<file path="config.mk">
export PLATFORM = sky130hd
export DESIGN_NAME = pixel_stream_receiver
export DESIGN_NICKNAME = d
export VERILOG_FILES = /design/src/rtl/PixelSensorConfig.sv /design/src/rtl/pixel_word_fifo.sv /design/src/rtl/pixel_stream_receiver.sv
export SDC_FILE = /design/constraint.sdc
export NUM_CORES = 1
export LEC_CHECK = 0
export CORE_MARGIN = 2
export CORE_UTILIZATION = 50
export DETAILED_ROUTE_END_ITERATION = 10
export GPL_TIMING_DRIVEN = 0
export PLACE_DENSITY_LB_ADDON = 0.1
export SLEW_MARGIN = 40
export SYNTH_ARGS = -nofsm -noshare
export SYNTH_HDL_FRONTEND = slang
export SYNTH_SLANG_ARGS = --single-unit
</file>
<file path="constraint.sdc">
create_clock -name i_clk -period 2.8 [get_ports i_clk]
set_input_delay 0.56 -clock i_clk [delete_from_list [all_inputs] [get_ports i_clk]]
set_output_delay 0.56 -clock i_clk [all_outputs]
set_load 0.01 [all_outputs]
</file>
<file path="src/rtl/PixelSensorConfig.sv">
// Shared sensor configuration: array geometry, bus word types and the
// serializer state encoding used by the pixel stream receiver.
package PixelSensorConfig;

    localparam int PIXEL_ARRAY_WIDTH  = 4;
    localparam int PIXEL_ARRAY_HEIGHT = 4;
    localparam int OUTPUT_BUS_WIDTH   = 2;
    localparam int SENSOR_PIXEL_BITS  = 8;
    localparam int WORD_FIFO_DEPTH    = 4;
    localparam int FRAME_COUNT_BITS   = 16;

    typedef logic [SENSOR_PIXEL_BITS-1:0] pixel_t;
    typedef pixel_t [OUTPUT_BUS_WIDTH-1:0] bus_word_t;

    typedef enum logic {
        SER_IDLE = 1'b0,
        SER_EMIT = 1'b1
    } ser_state_t;

    // Counter width that stays at least one bit wide for degenerate sizes
    function automatic int safeClog2(input int n);
        return (n > 1) ? $clog2(n) : 1;
    endfunction

endpackage

</file>
<file path="src/rtl/pixel_word_fifo.sv">
// Small synchronous FIFO of bus words. Pointers carry one extra wrap bit so
// full and empty are told apart without a separate occupancy counter.
// The read port is combinational from the head entry (show-ahead).
module pixel_word_fifo
    import PixelSensorConfig::*;
#(
    parameter type word_t = bus_word_t,
    parameter int  DEPTH  = WORD_FIFO_DEPTH
) (
    input  logic  i_clk,
    input  logic  i_reset,
    input  logic  i_push,
    input  word_t i_wdata,
    input  logic  i_pop,
    output word_t o_rdata,
    output logic  o_full,
    output logic  o_empty
);

    localparam int ADDR_BITS = $clog2(DEPTH);

    word_t                r_mem [DEPTH];
    logic [ADDR_BITS:0]   r_wrPtr;
    logic [ADDR_BITS:0]   r_rdPtr;
    logic [ADDR_BITS-1:0] w_wrAddr;
    logic [ADDR_BITS-1:0] w_rdAddr;

    assign w_wrAddr = r_wrPtr[ADDR_BITS-1:0];
    assign w_rdAddr = r_rdPtr[ADDR_BITS-1:0];
    assign o_empty  = (r_wrPtr == r_rdPtr);
    assign o_full   = ({~r_wrPtr[ADDR_BITS], r_wrPtr[ADDR_BITS-1:0]} == r_rdPtr);
    assign o_rdata  = r_mem[w_rdAddr];

    // Storage array; contents need no reset because the pointers gate visibility
    always_ff @(posedge i_clk) begin
        if (i_push) begin
            r_mem[w_wrAddr] <= i_wdata;
        end
    end

    // Pointer update; push and pop may both fire in one cycle, even when full
    always_ff @(posedge i_clk) begin
        if (i_reset) begin
            r_wrPtr <= '0;
            r_rdPtr <= '0;
        end else begin
            if (i_push) begin
                r_wrPtr <= r_wrPtr + 1'b1;
            end
            if (i_pop) begin
                r_rdPtr <= r_rdPtr + 1'b1;
            end
        end
    end

endmodule

</file>
<file path="src/rtl/pixel_stream_receiver.sv">
// Receives bus words from the sensor output buffer, synchronizes the word
// strobe into the local clock, buffers words in a FIFO and serializes them
// into a one-pixel-per-beat valid/ready stream tagged with raster position.
module pixel_stream_receiver
    import PixelSensorConfig::*;
#(
    parameter int ARRAY_WIDTH  = PIXEL_ARRAY_WIDTH,
    parameter int ARRAY_HEIGHT = PIXEL_ARRAY_HEIGHT,
    parameter int BUS_WIDTH    = OUTPUT_BUS_WIDTH,
    parameter int PIXEL_BITS   = SENSOR_PIXEL_BITS,
    parameter int FIFO_DEPTH   = WORD_FIFO_DEPTH
) (
    input  logic                                i_clk,
    input  logic                                i_reset,
    input  logic                                i_strobe_in,
    input  logic [BUS_WIDTH*PIXEL_BITS-1:0]     i_data_in,
    input  logic                                i_pix_ready,
    output logic                                o_pix_valid,
    output logic [PIXEL_BITS-1:0]               o_pixel_out,
    output logic [safeClog2(ARRAY_HEIGHT)-1:0]  o_pix_row,
    output logic [safeClog2(ARRAY_WIDTH)-1:0]   o_pix_col,
    output logic                                o_sof,
    output logic                                o_eol,
    output logic                                o_eof,
    output logic                                o_overflow,
    output logic [FRAME_COUNT_BITS-1:0]         o_frame_count
);

    localparam int ROW_BITS  = safeClog2(ARRAY_HEIGHT);
    localparam int COL_BITS  = safeClog2(ARRAY_WIDTH);
    localparam int LANE_BITS = safeClog2(BUS_WIDTH);

    typedef logic [PIXEL_BITS-1:0]      lanePixel_t;
    typedef lanePixel_t [BUS_WIDTH-1:0] laneWord_t;

    if (ARRAY_WIDTH % BUS_WIDTH != 0) begin : g_badBusWidth
        $error("ARRAY_WIDTH must be a multiple of BUS_WIDTH");
    end
    if ((FIFO_DEPTH < 2) || ((FIFO_DEPTH & (FIFO_DEPTH - 1)) != 0)) begin : g_badFifoDepth
        $error("FIFO_DEPTH must be a power of two and at least 2");
    end

    logic                  r_strobeSync1;
    logic                  r_strobeSync2;
    logic                  r_strobeSync3;
    logic                  w_capture;
    logic                  r_capValid;
    laneWord_t             r_capWord;

    logic                  w_push;
    logic                  w_pop;
    logic                  w_drop;
    logic                  w_load;
    logic                  w_fifoFull;
    logic                  w_fifoEmpty;
    laneWord_t             w_fifoRdata;

    ser_state_t            r_state;
    ser_state_t            w_nextState;
    laneWord_t             r_word;
    logic [LANE_BITS-1:0]  r_lane;
    logic                  w_lastLane;
    logic                  w_beat;

    logic [COL_BITS-1:0]   r_col;
    logic [ROW_BITS-1:0]   r_row;
    logic                  w_colLast;
    logic                  w_rowLast;
    logic                  r_overflow;
    logic [FRAME_COUNT_BITS-1:0] r_frameCount;

    // Two-flop synchronizer plus an edge flop for the asynchronous word strobe
    always_ff @(posedge i_clk) begin
        if (i_reset) begin
            r_strobeSync1 <= 1'b0;
            r_strobeSync2 <= 1'b0;
            r_strobeSync3 <= 1'b0;
        end else begin
            r_strobeSync1 <= i_strobe_in;
            r_strobeSync2 <= r_strobeSync1;
            r_strobeSync3 <= r_strobeSync2;
        end
    end

    assign w_capture = r_strobeSync2 & ~r_strobeSync3;

    // Capture the bus word once per strobe edge; the sensor holds it long enough
    always_ff @(posedge i_clk) begin
        if (i_reset) begin
            r_capValid <= 1'b0;
            r_capWord  <= '0;
        end else begin
            r_capValid <= w_capture;
            if (w_capture) begin
                r_capWord <= laneWord_t'(i_data_in);
            end
        end
    end

    // A full FIFO still takes the word when the serializer pops in the same cycle
    assign w_push = r_capValid & (~w_fifoFull | w_pop);
    assign w_drop = r_capValid & w_fifoFull & ~w_pop;

    pixel_word_fifo #(
        .word_t (laneWord_t),
        .DEPTH  (FIFO_DEPTH)
    ) u_wordFifo (
        .i_clk   (i_clk),
        .i_reset (i_reset),
        .i_push  (w_push),
        .i_wdata (r_capWord),
        .i_pop   (w_pop),
        .o_rdata (w_fifoRdata),
        .o_full  (w_fifoFull),
        .o_empty (w_fifoEmpty)
    );

    assign o_pix_valid = (r_state == SER_EMIT);
    assign w_beat      = o_pix_valid & i_pix_ready;
    assign w_lastLane  = (r_lane == LANE_BITS'(BUS_WIDTH - 1));

    // Serializer state register
    always_ff @(posedge i_clk) begin
        if (i_reset) begin
            r_state <= SER_IDLE;
        end else begin
            r_state <= w_nextState;
        end
    end

    // Serializer next state: fetch a word when idle, chain words without a bubble
    always_comb begin
        w_nextState = r_state;
        w_pop       = 1'b0;
        w_load      = 1'b0;
        case (r_state)
            SER_IDLE: begin
                if (!w_fifoEmpty) begin
                    w_pop       = 1'b1;
                    w_load      = 1'b1;
                    w_nextState = SER_EMIT;
                end
            end
            SER_EMIT: begin
                if (w_beat && w_lastLane) begin
                    if (!w_fifoEmpty) begin
                        w_pop  = 1'b1;
                        w_load = 1'b1;
                    end else begin
                        w_nextState = SER_IDLE;
                    end
                end
            end
            default: begin
                w_nextState = SER_IDLE;
            end
        endcase
    end

    // Word register and lane index; both hold while the consumer stalls
    always_ff @(posedge i_clk) begin
        if (i_reset) begin
            r_word <= '0;
            r_lane <= '0;
        end else if (w_load) begin
            r_word <= w_fifoRdata;
            r_lane <= '0;
        end else if (w_beat) begin
            r_lane <= w_lastLane ? '0 : r_lane + 1'b1;
        end
    end

    assign w_colLast = (r_col == COL_BITS'(ARRAY_WIDTH - 1));
    assign w_rowLast = (r_row == ROW_BITS'(ARRAY_HEIGHT - 1));

    // Raster position of the pixel currently presented, advanced on each beat
    always_ff @(posedge i_clk) begin
        if (i_reset) begin
            r_col <= '0;
            r_row <= '0;
        end else if (w_beat) begin
            if (w_colLast) begin
                r_col <= '0;
                r_row <= w_rowLast ? '0 : r_row + 1'b1;
            end else begin
                r_col <= r_col + 1'b1;
            end
        end
    end

    // Frame counter bumps on the last pixel of a frame; overflow is sticky
    always_ff @(posedge i_clk) begin
        if (i_reset) begin
            r_frameCount <= '0;
            r_overflow   <= 1'b0;
        end else begin
            if (w_beat && w_colLast && w_rowLast) begin
                r_frameCount <= r_frameCount + 1'b1;
            end
            if (w_drop) begin
                r_overflow <= 1'b1;
            end
        end
    end

    assign o_pixel_out   = r_word[r_lane];
    assign o_pix_row     = r_row;
    assign o_pix_col     = r_col;
    assign o_sof         = o_pix_valid & (r_col == '0) & (r_row == '0);
    assign o_eol         = o_pix_valid & w_colLast;
    assign o_eof         = o_pix_valid & w_colLast & w_rowLast;
    assign o_overflow    = r_overflow;
    assign o_frame_count = r_frameCount;

endmodule

</file>
==> results of run 1 <==
[worst min path at each step]
stage | from | depth (start not counted) | slack (ns) | endpoint
2_1_floorplan | r_strobeSync3$_SDFF_PP0_ | 1 | 0.41 | r_capValid$_SDFF_PP0_
3_3_place_gp | r_word[12]$_SDFFE_PP0P_ | 2 | 0.44 | r_word[12]$_SDFFE_PP0P_
3_5_place_dp | r_strobeSync1$_SDFF_PP0_ | 1 | 0.44 | r_strobeSync2$_SDFF_PP0_
4_1_cts | i_pix_ready | 3 | 0.36 | o_pix_col[1]$_SDFFE_PP0N_
5_1_grt | i_pix_ready | 3 | 0.38 | o_pix_col[1]$_SDFFE_PP0N_
6_report | i_pix_ready | 3 | 0.38 | o_pix_col[1]$_SDFFE_PP0N_
[sequential cells by signal (all words and copies together), names as in the netlist, 2 cells and up]
signal and flops:
u_wordFifo.r_rdPtr 3, o_pix_col 2, r_word 16, u_wordFifo.r_mem 64, o_frame_count 16, u_wordFifo.r_wrPtr 3
r_capWord 16, o_pix_row 2
[tightest hold or removal path: cells and delay by family]
family          cells  cell delay [ns]
compound gates      1             0.05
simple gates        1             0.08
buf+inv             1             0.15
[where the power goes]
group          internal (uW)  switching (uW)
Sequential              2070            58.9
Clock                   1330             759
Combinational            333             366
Total                   3730            1180
[cells in the final DEF, fill, tap and decap left out, types with 2 or more instances in the layout]
cell,count
a21oi_1,46
a41oi_1,2
and2_2,4
buf_2,5
bufinv_16,2
clkbuf_1,15
clkbuf_16,17
clkbuf_2,2
clkbuf_8,2
clkdlybuf4s50_1,50
clkinv_2,7
dfxtp_1,65
edfxtp_1,64
ha_1,10
inv_1,11
mux2_2,8
mux2i_1,2
mux4_2,16
nand2_1,78
nand2b_1,2
nand3_1,4
nand4_1,4
nor2_1,19
nor2b_1,5
nor3_1,6
nor4_1,3
o21ai_0,3
o31ai_1,4
or3_2,2
or4_1,6
xnor2_1,13
xor2_1,3
[area by class of cell]
type                    count  share of cell area
plain buffers              22              0.0150
clock buffers              21              0.0725
clock inverters            11              0.0171
inverters                  11             0.00650
multi-input cells         251               0.274
flip-flops and latches    129               0.508
well taps                 133              0.0262
repair buffers             51              0.0812
[metrics by stage]
| stage | total power (uW) | instance area [um^2] | util |
|---|---|---|---|
| CTS | 4960 | 6350 | 0.646 |
| floorplan | 2610 | 5070 | - |
| finish | 4910 | 6350 | 0.647 |
| global route | 5110 | 6350 | 0.647 |
| detailed placement | 2860 | 5780 | 0.588 |
| global placement | 2850 | 5740 | 0.584 |
[metal layers]
metal / vias up / part of all wire / track usage
met2: 73 / 0.47 / 0.313
met5: - / 0 / 0
met3: 8 / 0.046 / 0.0549
li1: 1623 / - / -
met4: 0 / 0.0098 / 0.0752
met1: 1555 / 0.47 / 0.272
[timing repair]
item,in CTS,in global routing
hold endpoints to repair,0,0
setup endpoints to repair,0,8
resized for setup,0,2
hold buffers,0,0
[cells by family after synthesis]
kind of cell    share of synthesized area
xor+xnor                           0.0276
fa+ha+maj                          0.0247
buf+inv                            0.0264
flops                               0.635
compound gates                     0.0678
mux                                0.0927
simple gates                        0.125
==> out/results.ini, run 1 <==
[outcome]
outcome=finished clean

[critical_path]
cp_slowest_cell=clkdlybuf4s50_1
timing.rr.end=u_wordFifo.r_mem[2][3]$_DFFE_PP_
max_stage_delay_ns=0.53
worstSetupEndpoint=o_eof
crit_buf_inv=2
r2r-start=u_wordFifo.r_rdPtr[0]$_SDFFE_PP0P_
endpoint_kind=primary output
crit_chain=clkbuf_1 > and3_2 > clkdlybuf4s50_1
path_class=reg -> out
startpoint=o_pix_valid$_SDFF_PP0_
cp_num_cells=3
critical_path_arrival_ns=2.02
worst_r2r_path_depth=4
r2r_setup_slack_ns=0.47
critPathTopFamily=buffers and inverters
crit_required_ns=2.24
cp_max_fo=10
cp-start-kind=flop

[logic_synthesis]
synth_top_cells_by_area=edfxtp_1, dfxtp_1, mux4_2, nand2_1, a21oi_1
synth_seq_area_share=0.635
synth-edff-count=64
syn_nets=443
synth_cell_types=40
synth.most_common_cell=nand2_1
syn_area_per_cell_um2=12.3
synthArstFlopShare=0
synthFlopType=dfxtp_1
synth_top_area_share=0.379
synth_top_cell_by_area=edfxtp_1
syn_inst=413
ys_warn_count=0
synthTopCellsByCount=nand2_1, dfxtp_1, edfxtp_1
mappedNetlistArea_um2=5070
ys_seq_elements=129

[grt]
grt_pass1_wl_um=16800
grt-ovfl-total=0
grt_max_degree=17
grt_pass1_vias=3353
antenna_found_initial=0
grtUsageTotal=0.202

[power_and_ir_drop]
total_leakage_power_uw=0.00214
peakVddDrop_v=0.000538
powerDensity_nw_per_um2=774

[floorplan]
dieArea_um2=11000
start_util=0.517
fp.dieW_um=105
std_cell_rows=36
core_area_um2=9820
die_h_um=105
pin_count=53

[detailed_routing]
via_per_inst=5.18
wire_per_inst_um=16.1
dr.pass1.iters=4
drt-initial-drc-count=164
ant_nets=0
dr_total_vias=3259
wl_um=10100
drc=0

[timing]
fin_ws_ns=0.222
final.min_clock_period_ns=2.58
skew_ns=0.00808
holdWs_ns=0.385
setup_viol=0
fin_crit_sh=0.921
relSlewSlack=0.518
totalNegativeSetupSlack_ns=0
rsz0062_at_grt=no
worst_pin_slew_ns=0.719
final_max_slew_viol_count=0
final_hold_viol_count=0
fmax_ghz=0.388

[finish]
num-fill-cells=793
antenna_cells=0
multi_input_area_um2=1740
finalNonFillerCells=629
drive_gt1_frac=0.151
synthToLayoutAreaGrowth_pct=25.2
regArea_um2=3220
fin_nets=513

[place]
portBuffers=50
dp_slack_ns=0.415
gp_congestion=0.754
place_hpwl_um=6620
numPlacedInstances=597

[clock_network]
cts_setup_buffers=0
htreeDepth=4
numCtsBuffers=17
insertion_delay_ns=0.51
cts.sinks=129
root_buffer=clkbuf_8
clk_pin_slew_ns=0.06
clockBufferDepth=2
cts_tree=built

[run]
max-cap-violations=0

[hold_path]
holdCritPathClass=in -> reg

Note: power is estimated with default switching activity, not from simulation.
==> run 2, diff against run 1 <==
--- a/config.mk
+++ b/config.mk
@@ -10,6 +10,7 @@
 export DETAILED_ROUTE_END_ITERATION = 10
 export GPL_TIMING_DRIVEN = 0
 export PLACE_DENSITY_LB_ADDON = 0.1
+export SKIP_LAST_GASP = 1
 export SLEW_MARGIN = 40
 export SYNTH_ARGS = -nofsm -noshare
 export SYNTH_HDL_FRONTEND = slang
==> results of run 2 <==
The final DEF is identical to that of run 1; final timing and power are the same.
==> run 3, diff against run 2 <==
--- a/config.mk
+++ b/config.mk
@@ -14,4 +14,5 @@
 export SLEW_MARGIN = 40
 export SYNTH_ARGS = -nofsm -noshare
 export SYNTH_HDL_FRONTEND = slang
+export SYNTH_HIERARCHICAL = 1
 export SYNTH_SLANG_ARGS = --single-unit
==> out/results.ini, run 3 <==
[outcome]
outcome=finished clean

[logic_synthesis]
mappedNetlistArea_um2=5140
synth_top_cell_by_area=edfxtp_1
synth-adder-area-share=0.0243
synth-compound-area-share=0.0574
ys_seq_elements=131
synth_top_cells_by_area=edfxtp_1, dfxtp_1, nand2_1, mux4_2, a21oi_1
synth_top_area_share=0.374
synth-edff-count=64
synth_seq_area_share=0.635
synth_top_family_by_area=simple AND/OR/NAND/NOR gates
syn_nets=440
synthTopCellsByCount=nand2_1, dfxtp_1, edfxtp_1
synth.most_common_cell=nand2_1
synthFlopType=dfxtp_1
synth-simple-area-share=0.127
syn_area_per_cell_um2=12.5
synthArstFlopShare=0
synthXorXnorAreaFrac=0.0221
synth_cell_types=43
syn_inst=410
ys_warn_count=6
muxShareOfSynthArea=0.104

[critical_path]
cp_max_fo=16
max_stage_delay_ns=0.44
critical_path_arrival_ns=2.80
crit_buf_inv=3
startpoint=u_wordFifo/r_wrPtr[0]$_SDFFE_PP0P_
cp_slowest_cell=dfxtp_1
r2r-start=u_wordFifo/r_wrPtr[0]$_SDFFE_PP0P_
crit_required_ns=2.98
critPathTopFamily=simple AND/OR/NAND/NOR gates
timing.rr.end=u_wordFifo/r_mem[3][9]$_DFFE_PP_
path_class=reg -> reg
r2r_setup_slack_ns=0.19
worst_r2r_path_depth=8
cp-start-kind=flop
crit_chain=xor2_1 > nor3b_1 > or2_1 > buf_2 > buf_2 > a21boi_0 > clkbuf_2 > and2_4
cp_num_cells=8
endpoint_kind=flop
path_common_cell=buf_2
worstSetupEndpoint=u_wordFifo/r_mem[3][9]$_DFFE_PP_

[grt]
use_met3=0.0439
antenna_found_initial=0
gr-usage-met1=0.263
grt-busiest-layer=met2
grt_max_degree=17
grt_pass1_wl_um=16800
grt_pass1_vias=3174
grt-ovfl-total=0
use_met2=0.330
grtUsageTotal=0.203

[timing]
rsz0062_at_grt=no
fin_crit_sh=0.934
final_max_slew_viol_count=0
final.min_clock_period_ns=2.61
fmax_ghz=0.383
worst_pin_slew_ns=0.710
setup_viol=0
totalNegativeSetupSlack_ns=0
skew_ns=0.00939
relSlewSlack=0.527
final_hold_viol_count=0

[detailed_routing]
wl_um=10500
dr_total_vias=3300
drt-initial-drc-count=151
via_per_inst=5.24
wire_per_inst_um=16.7
ant_nets=0
drc=0
dr.pass1.iters=4

[place]
gp_congestion=0.752
place_hpwl_um=6850
portBuffers=52
numPlacedInstances=598

[clock_network]
cts_setup_buffers=0
clockBufferDepth=2
numCtsBuffers=17
holdBufCountCts=0
insertion_delay_ns=0.52
root_buffer=clkbuf_8
cts_tree=built
cts.sinks=131
clk_pin_slew_ns=0.06
htreeDepth=4

[floorplan]
core_area_um2=10100
die_h_um=105
pin_count=53
std_cell_rows=37
fp.dieW_um=105
start_util=0.507
dieArea_um2=11100

[finish]
layout_commonest_cell=nand2_1
fin_nets=511
synthToLayoutAreaGrowth_pct=25.3
layout_common_cells=nand2_1, dfxtp_1, edfxtp_1
largest_register_ffs=64
antenna_cells=0
regMostFlops=u_wordFifo/r_mem
drive_gt1_frac=0.148
finalNonFillerCells=630

[hold_path]
holdCritPathClass=reg -> reg

[power_and_ir_drop]
switchingPower_uw=1300
combPwrFrac=0.151
power.internal_uw=3850
switching_share=0.253
power_frac_clock=0.430
power_frac_seq=0.419
peakVddDrop_v=0.000485
powerDensity_nw_per_um2=799
total_leakage_power_uw=0.00223

[run]
max-cap-violations=0

-- run 3: cell type report --
class	instances	area (um^2)
inverters	10	37.5
clock buffers	18	418
clock inverters	14	179
multi-input cells	248	1740
flip-flops and latches	131	3260
fillers	777	3700
plain buffers	21	119
well taps	136	170
repair buffers	52	520
-- run 3: repair_timing --
action	CTS	global route
pin swaps	0	2
gates resized for setup	4	4
endpoints found under the setup margin	64	65
-- run 3: worst min-delay path by stage --
stage	from	endpoint	slack, ns	depth (start not counted)
after global routing	r_strobeSync1$_SDFF_PP0_	r_strobeSync2$_SDFF_PP0_	0.46	1
after detailed placement	r_strobeSync1$_SDFF_PP0_	r_strobeSync2$_SDFF_PP0_	0.43	1
after global placement	r_strobeSync1$_SDFF_PP0_	r_strobeSync2$_SDFF_PP0_	0.43	1
after CTS	r_strobeSync1$_SDFF_PP0_	r_strobeSync2$_SDFF_PP0_	0.44	1
final	r_strobeSync1$_SDFF_PP0_	r_strobeSync2$_SDFF_PP0_	0.44	1
after floorplan	r_strobeSync3$_SDFF_PP0_	r_capValid$_SDFF_PP0_	0.41	1
-- run 3: worst register-to-register path, delay by kind of cell, from the launching register on --
kind	cells	cell delay [ns]
AOI/OAI and AO/OA	1	0.22
xor gates and xnor gates	1	0.23
buffers and inverters	3	0.65
DFF	1	0.44
and+or+nand+nor	3	0.73
-- run 3: stage by stage --
step | area (um^2) | total power [uW] | setup slack (ns) | hold WS [ns] | util
2_1_floorplan | 5140 | 2710 | 0.322 | 0.406 | -
3_3_place_gp | 5830 | 2950 | -0.840 | 0.431 | 0.575
3_5_place_dp | 5840 | 2970 | -0.558 | 0.430 | 0.576
4_1_cts | 6440 | 5180 | 0.0536 | 0.443 | 0.635
5_1_grt | 6440 | 5330 | 0.0500 | 0.458 | 0.635
6_report | 6440 | 5150 | 0.186 | 0.441 | 0.635
-- run 3: kinds of logic (layout without fill, tap and decap cells) --
kind of cell | count (synthesis) | after routing
simple gates | 141 | 141
flops | 131 | 131
compound gates | 54 | 54
buf+inv | 31 | 115
mux | 30 | 30
xor+xnor | 13 | 13
fa+ha+maj | 10 | 10
-- run 3: power by group through the flow --
stage               sequential, uW  combinational [uW]  clock (uW)
finish                        2160                 777        2210
global route                  2170                 843        2320
CTS                           2160                 785        2240
detailed placement            2200                 774           0
global placement              2190                 761           0
floorplan                     2180                 522           0
-- run 3: layer usage --
layer,vias to the layer above,part of all wire
li1,1606,-
met1,1591,0.42
met2,87,0.50
met3,16,0.054
met4,0,0.022
met5,-,0
